File: config.mk
export PLATFORM = sky130hd
export DESIGN_NAME = image_frame_ctrl_flat
export DESIGN_NICKNAME = d
export VERILOG_FILES = /design/src/rtl/image_frame_ctrl_if.sv /design/src/rtl/image_frame_ctrl.sv /design/src/flat_wrapper.sv
export SDC_FILE = /design/constraint.sdc
export NUM_CORES = 1
export LEC_CHECK = 0
export ABC_AREA = 0
export BUFFER_PORTS_ARGS = -buffer_cell sky130_fd_sc_hd__buf_2
export CORE_MARGIN = 10
export CORE_UTILIZATION = 49
export DETAILED_ROUTE_END_ITERATION = 10
export PLACE_DENSITY = 0.85
export SLEW_MARGIN = 20
export SYNTH_ARGS = -nofsm -noshare
export SYNTH_HDL_FRONTEND = slang
export SYNTH_SLANG_ARGS = --single-unit
File: constraint.sdc
create_clock -name axi_clk -period 2.75 [get_ports axi_clk]
set_input_delay 0.55 -clock axi_clk [delete_from_list [all_inputs] [get_ports axi_clk]]
set_output_delay 0.55 -clock axi_clk [all_outputs]
set_load 0.01 [all_outputs]
File: src/rtl/image_frame_ctrl_if.sv
`default_nettype none
// +----------------------------------------------------------------------------+
// | image_frame_ctrl_if : valid/ready beat stream with end-of-frame marker      |
// | Rev 1.0                                                                    |
// +----------------------------------------------------------------------------+
interface image_frame_ctrl_if #(
  parameter int DATA_WIDTH = 32
) ();
  logic                  valid;
  logic [DATA_WIDTH-1:0] data;
  logic                  last;
  logic                  ready;

  modport master (output valid, output data, output last, input  ready);
  modport slave  (input  valid, input  data, input  last, output ready);
endinterface
`default_nettype wire

File: src/rtl/image_frame_ctrl.sv
`default_nettype none
// +----------------------------------------------------------------------------+
// | image_frame_ctrl : frame-length controller with a 2-entry skid FIFO         |
// | Rev 1.0                                                                    |
// +----------------------------------------------------------------------------+
module image_frame_ctrl #(
  parameter int DATA_WIDTH = 32,
  parameter int CNT_WIDTH  = 16
) (
  input  logic                   axi_clk,
  input  logic                   axi_reset,
  input  logic                   cfg_start,
  input  logic [CNT_WIDTH-1:0]   cfg_beats,
  image_frame_ctrl_if.slave      s_axis,
  image_frame_ctrl_if.master     m_axis,
  output logic                   busy,
  output logic                   done,
  output logic                   err_len,
  output logic [CNT_WIDTH-1:0]   beat_cnt
);

  localparam logic [1:0] c_st_idle  = 2'd0;
  localparam logic [1:0] c_st_run   = 2'd1;
  localparam logic [1:0] c_st_drain = 2'd2;
  localparam logic [1:0] c_st_done  = 2'd3;

  localparam logic [CNT_WIDTH-1:0] c_cnt_one = {{(CNT_WIDTH-1){1'b0}}, 1'b1};

  logic [1:0]            state_q, state_d;
  logic [CNT_WIDTH-1:0]  len_q, len_d;
  logic [CNT_WIDTH-1:0]  cnt_q, cnt_d;
  logic                  err_q, err_d;
  logic [DATA_WIDTH-1:0] mem_data_q [2];
  logic [DATA_WIDTH-1:0] mem_data_d [2];
  logic [1:0]            mem_last_q, mem_last_d;
  logic                  wr_ptr_q, wr_ptr_d;
  logic                  rd_ptr_q, rd_ptr_d;
  logic [1:0]            occ_q, occ_d;

  logic                  in_ready;
  logic                  out_valid;
  logic                  in_hs;
  logic                  out_hs;
  logic                  is_last_beat;

  // Ready depends only on registered state, so m_axis.ready never reaches s_axis.ready.
  assign in_ready     = (state_q == c_st_run) && (occ_q != 2'd2);
  assign out_valid    = (occ_q != 2'd0);
  assign in_hs        = s_axis.valid && in_ready;
  assign out_hs       = out_valid && m_axis.ready;
  assign is_last_beat = (cnt_q == (len_q - c_cnt_one));

  assign s_axis.ready = in_ready;
  assign m_axis.valid = out_valid;
  assign m_axis.data  = out_valid ? mem_data_q[rd_ptr_q] : '0;
  assign m_axis.last  = out_valid && mem_last_q[rd_ptr_q];

  assign busy     = (state_q == c_st_run) || (state_q == c_st_drain);
  assign done     = (state_q == c_st_done);
  assign err_len  = err_q;
  assign beat_cnt = cnt_q;

  always_comb begin
    state_d    = state_q;
    len_d      = len_q;
    cnt_d      = cnt_q;
    err_d      = err_q;
    mem_data_d = mem_data_q;
    mem_last_d = mem_last_q;
    wr_ptr_d   = wr_ptr_q;
    rd_ptr_d   = rd_ptr_q;
    occ_d      = occ_q;

    // The last tag comes from our own count; the upstream marker is only cross-checked.
    if (in_hs) begin
      mem_data_d[wr_ptr_q] = s_axis.data;
      mem_last_d[wr_ptr_q] = is_last_beat;
      wr_ptr_d             = ~wr_ptr_q;
      cnt_d                = cnt_q + c_cnt_one;
      if (s_axis.last != is_last_beat) begin
        err_d = 1'b1;
      end
    end
    if (out_hs) begin
      rd_ptr_d = ~rd_ptr_q;
    end

    case ({in_hs, out_hs})
      2'b10:   occ_d = occ_q + 2'd1;
      2'b01:   occ_d = occ_q - 2'd1;
      default: occ_d = occ_q;
    endcase

    case (state_q)
      c_st_idle: begin
        if (cfg_start) begin
          if (cfg_beats != '0) begin
            len_d   = cfg_beats;
            cnt_d   = '0;
            err_d   = 1'b0;
            state_d = c_st_run;
          end else begin
            err_d = 1'b1;
          end
        end
      end
      c_st_run: begin
        if (in_hs && is_last_beat) begin
          state_d = c_st_drain;
        end
      end
      c_st_drain: begin
        if (occ_q == 2'd0) begin
          state_d = c_st_done;
        end
      end
      c_st_done: state_d = c_st_idle;
      default:   state_d = c_st_idle;
    endcase
  end

  always_ff @(posedge axi_clk) begin
    if (axi_reset) begin
      state_q       <= c_st_idle;
      len_q         <= '0;
      cnt_q         <= '0;
      err_q         <= 1'b0;
      mem_data_q[0] <= '0;
      mem_data_q[1] <= '0;
      mem_last_q    <= '0;
      wr_ptr_q      <= 1'b0;
      rd_ptr_q      <= 1'b0;
      occ_q         <= '0;
    end else begin
      state_q       <= state_d;
      len_q         <= len_d;
      cnt_q         <= cnt_d;
      err_q         <= err_d;
      mem_data_q[0] <= mem_data_d[0];
      mem_data_q[1] <= mem_data_d[1];
      mem_last_q    <= mem_last_d;
      wr_ptr_q      <= wr_ptr_d;
      rd_ptr_q      <= rd_ptr_d;
      occ_q         <= occ_d;
    end
  end

endmodule
`default_nettype wire

File: src/flat_wrapper.sv
// flat-port wrapper written by rule: the top's interface ports become plain ports
module image_frame_ctrl_flat 
#(
  parameter int DATA_WIDTH = 32,
  parameter int CNT_WIDTH  = 16
)
  (axi_clk, axi_reset, cfg_start, cfg_beats, busy, done, err_len, beat_cnt, s_axis_valid, s_axis_data, s_axis_last, s_axis_ready, m_axis_valid, m_axis_data, m_axis_last, m_axis_ready);
  image_frame_ctrl_if #(.DATA_WIDTH(DATA_WIDTH)) s_axis_i ();
  image_frame_ctrl_if #(.DATA_WIDTH(DATA_WIDTH)) m_axis_i ();
  input  logic axi_clk;
  input  logic axi_reset;
  input  logic cfg_start;
  input  logic [CNT_WIDTH-1:0] cfg_beats;
  output logic busy;
  output logic done;
  output logic err_len;
  output logic [CNT_WIDTH-1:0] beat_cnt;
  input wire logic [$bits(s_axis_i.valid)-1:0] s_axis_valid;
  input wire logic [$bits(s_axis_i.data)-1:0] s_axis_data;
  input wire logic [$bits(s_axis_i.last)-1:0] s_axis_last;
  output wire logic [$bits(s_axis_i.ready)-1:0] s_axis_ready;
  output wire logic [$bits(m_axis_i.valid)-1:0] m_axis_valid;
  output wire logic [$bits(m_axis_i.data)-1:0] m_axis_data;
  output wire logic [$bits(m_axis_i.last)-1:0] m_axis_last;
  input wire logic [$bits(m_axis_i.ready)-1:0] m_axis_ready;
  assign s_axis_i.valid = s_axis_valid;
  assign s_axis_i.data = s_axis_data;
  assign s_axis_i.last = s_axis_last;
  assign s_axis_ready = s_axis_i.ready;
  assign m_axis_valid = m_axis_i.valid;
  assign m_axis_data = m_axis_i.data;
  assign m_axis_last = m_axis_i.last;
  assign m_axis_i.ready = m_axis_ready;
  image_frame_ctrl #(.DATA_WIDTH(DATA_WIDTH), .CNT_WIDTH(CNT_WIDTH)) u_core (.axi_clk(axi_clk), .axi_reset(axi_reset), .cfg_start(cfg_start), .cfg_beats(cfg_beats), .s_axis(s_axis_i), .m_axis(m_axis_i), .busy(busy), .done(done), .err_len(err_len), .beat_cnt(beat_cnt));
endmodule
==> out/results.tsv <==
stage	metric	value	unit
power	peakVddDrop	0.000412	V
route	wl_met3	906	um
synthesis	ys_async_sr_fraction	0	%
floorplanning	die_height	122	um
status	status	finished clean	
placement	gp_congestion	0.937	
placement	dp_hpwl	9570	um
clocking	clockBufferDepth	2	
worst_setup_path	worstRegToRegCells	10	
route	via_per_inst	5.31	
sta	worst_slew_margin_rel	53.1	%
worst_setup_path	cp.depth	10	
finish	finish.utilization	58.9	%
clocking	cts_tree	done	
route	top_layer	met4	
floorplanning	start_util	49.9	%
synthesis	synthMuxAreaShare	9.57	%
synthesis	synth-xor-area-share	6.59	%
sta	setup_viol	0	
route	dr.pass1.iters	4	
sta	rsz0062_at_grt	false	
worst_setup_path	path_delay_family	simple AND/OR/NAND/NOR gates	
worst_setup_path	path_cells	inv_1 -> ha_2 -> or4b_4 -> or4b_4 -> a21oi_2 -> o22a_2 -> nand4_4 -> buf_4 -> or3_1 -> nand3_1	
synthesis	synthAdderAreaFrac	1.95	%
clocking	h-tree-depth	3	
floorplanning	die_w	122	um
placement	post-place-ws	0.0573	ns
sta	max_clock_freq	0.380	GHz
synthesis	synth_edf_count	0	
job	cap_violations	0	
worst_setup_path	worstSetupPathType	flop to flop	
synthesis	avgSynthCellArea	8.01	um2
worst_setup_path	end_kind	flop	
finish	layout-drive-gt1-share	21.5	%
clocking	clk-insertion-delay-late	0.38	ns
clocking	cts_made_buffers	9	
global_routing	gr-total-overflow	0	
sta	skew	0.0107	ns
power	p_per_area	702	nW/um2
worst_setup_path	start_kind	flop	
worst_setup_path	slowest_stage	or4b_4	
power	total_power	4.25	mW
floorplanning	io_pins	108	
worst_setup_path	arrival	2.94	ns
finish	final_nets	800	
floorplanning	die-area	15000	um2
sta	fin_tns_setup	0	ns
global_routing	track_usage	18.1	%
sta	fin_ws	0.120	ns
synthesis	synth_top_family_by_area	simple AND/OR/NAND/NOR gates	
synthesis	yosys_warnings	0	
sta	tightestPinTransition	0.704	ns
clocking	ctsHoldBuffers	0	
worst_hold_path	hold_path_class	input pin to flop	
synthesis	ys_seq_area_share	41.0	%
route	drc	0	
global_routing	grt_max_degree	73	
sta	layout_min_cycle_time	2.63	ns
clocking	clkSinkCount	105	
synthesis	postSynthCellCount	640	
synthesis	syn_area	5120	um2
worst_setup_path	cp.required	3.06	ns
route	wirelength	13400	um
finish	syn2layout_area_growth	18.1	%
worst_setup_path	path_buf_inv	2	
route	wl_met2	6460	um
global_routing	first_global_vias	4650	
synthesis	ys.flop_type	dfxtp_1	
floorplanning	core-area	10300	um2
worst_setup_path	slowest_delay	0.53	ns
synthesis	synth_cell_types	53	
route	wl_per_cell	15.2	um
sta	final_hold_viol_count	0	
route	drt.antenna.violating_nets	0	
synthesis	synth_seq_cells	105	
clocking	cts.reportedPaths.clkPinSlew	0.11	ns
synthesis	synth-compound-area-share	11.3	%
placement	port_buffers	107	
global_routing	antenna_found_initial	0	
power	power.leakage	2.37	nW
clocking	cts-root-buf	clkbuf_8	
synthesis	synthSimpleGateAreaFrac	25.7	%
route	vias	4666	
route	drt_iter0_markers	363	
sta	fin_crit_sh	95.6	%
worst_hold_path	min_path_cells	3	
sta	slew_violations	0	
global_routing	grt_pass1_wl	22600	um
floorplanning	num_rows	37	
worst_setup_path	crit_fanout	6	
worst_setup_path	cp_common_cell	or4b_4	
finish	antennaDiodeCount	0	
synthesis	synthesis.nets	702	
route	met1_length	5820	um
[sequential cells by signal, indices dropped and copies added (netlist names)]
name and count:
u_core.rd_ptr_q 1, u_core.state_q 2, u_core.beat_cnt 16, u_core.len_q 16
u_core.occ_q 2, u_core.mem_data_q 64, u_core.wr_ptr_q 1, u_core.mem_last_q 2
u_core.err_len 1
[synthesized netlist by cell type, drive strengths merged (5+ instances only)]
master  instances  area, um2
nand2         142        533
dfxtp         105       2100
nor2           79        297
a21oi          75        375
mux2i          49        490
clkbuf         40        150
xor2           19        166
xnor2          17        149
nand3          10       50.1
inv             9       33.8
ha              8        100
or3             8       50.1
nor4            7       56.3
and3            6       37.5
nand4           6       52.6
or4             6       45.0
nand2b          5       31.3
[cells in the final DEF (no fill, tap or decap), types with 3 or more instances in the layout]
cell type	n
nand3_1	10
nand2_1	142
nand2b_1	5
xor2_1	19
nor2_1	77
o21ai_0	4
or4_1	6
buf_4	21
nor2b_1	3
a41oi_1	3
ha_1	7
or3_1	8
buf_2	107
and3_1	6
mux2i_1	49
and2_1	4
a21oi_1	74
clkbuf_8	9
nor4_1	5
inv_1	9
xnor2_1	17
nand4_1	5
dfxtp_1	103
[layout make-up]
type	count	area, um2
fill	953	4230
multi-input combinational	484	2850
sequential	105	2100
timing repair buffer	129	713
tap	136	170
clock buffer	11	131
clock inverter	5	46.3
inverter	9	33.8
[final timing paths]
path                              start                    end  slack, ns
setup reg to reg        u_core.len_q[0]         u_core.err_len       0.12
hold / removal          s_axis_data[12]  u_core.mem_data_q[12]       0.41
setup / recovery        u_core.len_q[0]         u_core.err_len       0.12
hold reg to reg   u_core.mem_data_q[28]  u_core.mem_data_q[28]       0.46
[worst min-delay path, cell delays in order]
cell and delay (ns):
buf_2 0.10, nand2_1 0.05, a21oi_1 0.05
[through the flow]
step	std cells	instance area (um2)	hold WS, ns
2_1_floorplan	640	5120	0.431
3_3_place_gp	861	5830	0.441
3_5_place_dp	861	5830	0.446
4_1_cts	877	6010	0.397
5_1_grt	879	6050	0.387
6_report	879	6050	0.407
[layer usage]
metal  GRT usage, %  up-vias
li1               -     2354
met1           22.0     2157
met2           30.0      137
met5              0        -
met3           5.42       18
met4           5.67        0
[power by group]
part | leakage (nW) | switching (mW) | internal (mW)
sequential | 0.852 | 0.145 | 1.67
combinational | 1.43 | 0.890 | 0.647
clock | 0.0904 | 0.546 | 0.347
total | 2.37 | 1.58 | 2.66
[cell families (layout without fill, tap and decap cells)]
| kind of cell | count (synthesis) | count (layout) |
|---|---|---|
| adders and majority gates | 8 | 8 |
| buffers and inverters | 51 | 154 |
| xor gates and xnor gates | 37 | 37 |
| and+or+nand+nor | 290 | 290 |
| DFF | 105 | 105 |
| muxes | 49 | 49 |
| AOI/OAI and AO/OA | 100 | 100 |
[what timing repair did]
action                                  CTS  global route
gates resized for setup                   0             7
setup buffers                             0             2
endpoints found under the hold margin     0             0
endpoints found under the setup margin    0             5
No activity file was read; power rests on OpenSTA's default activity.
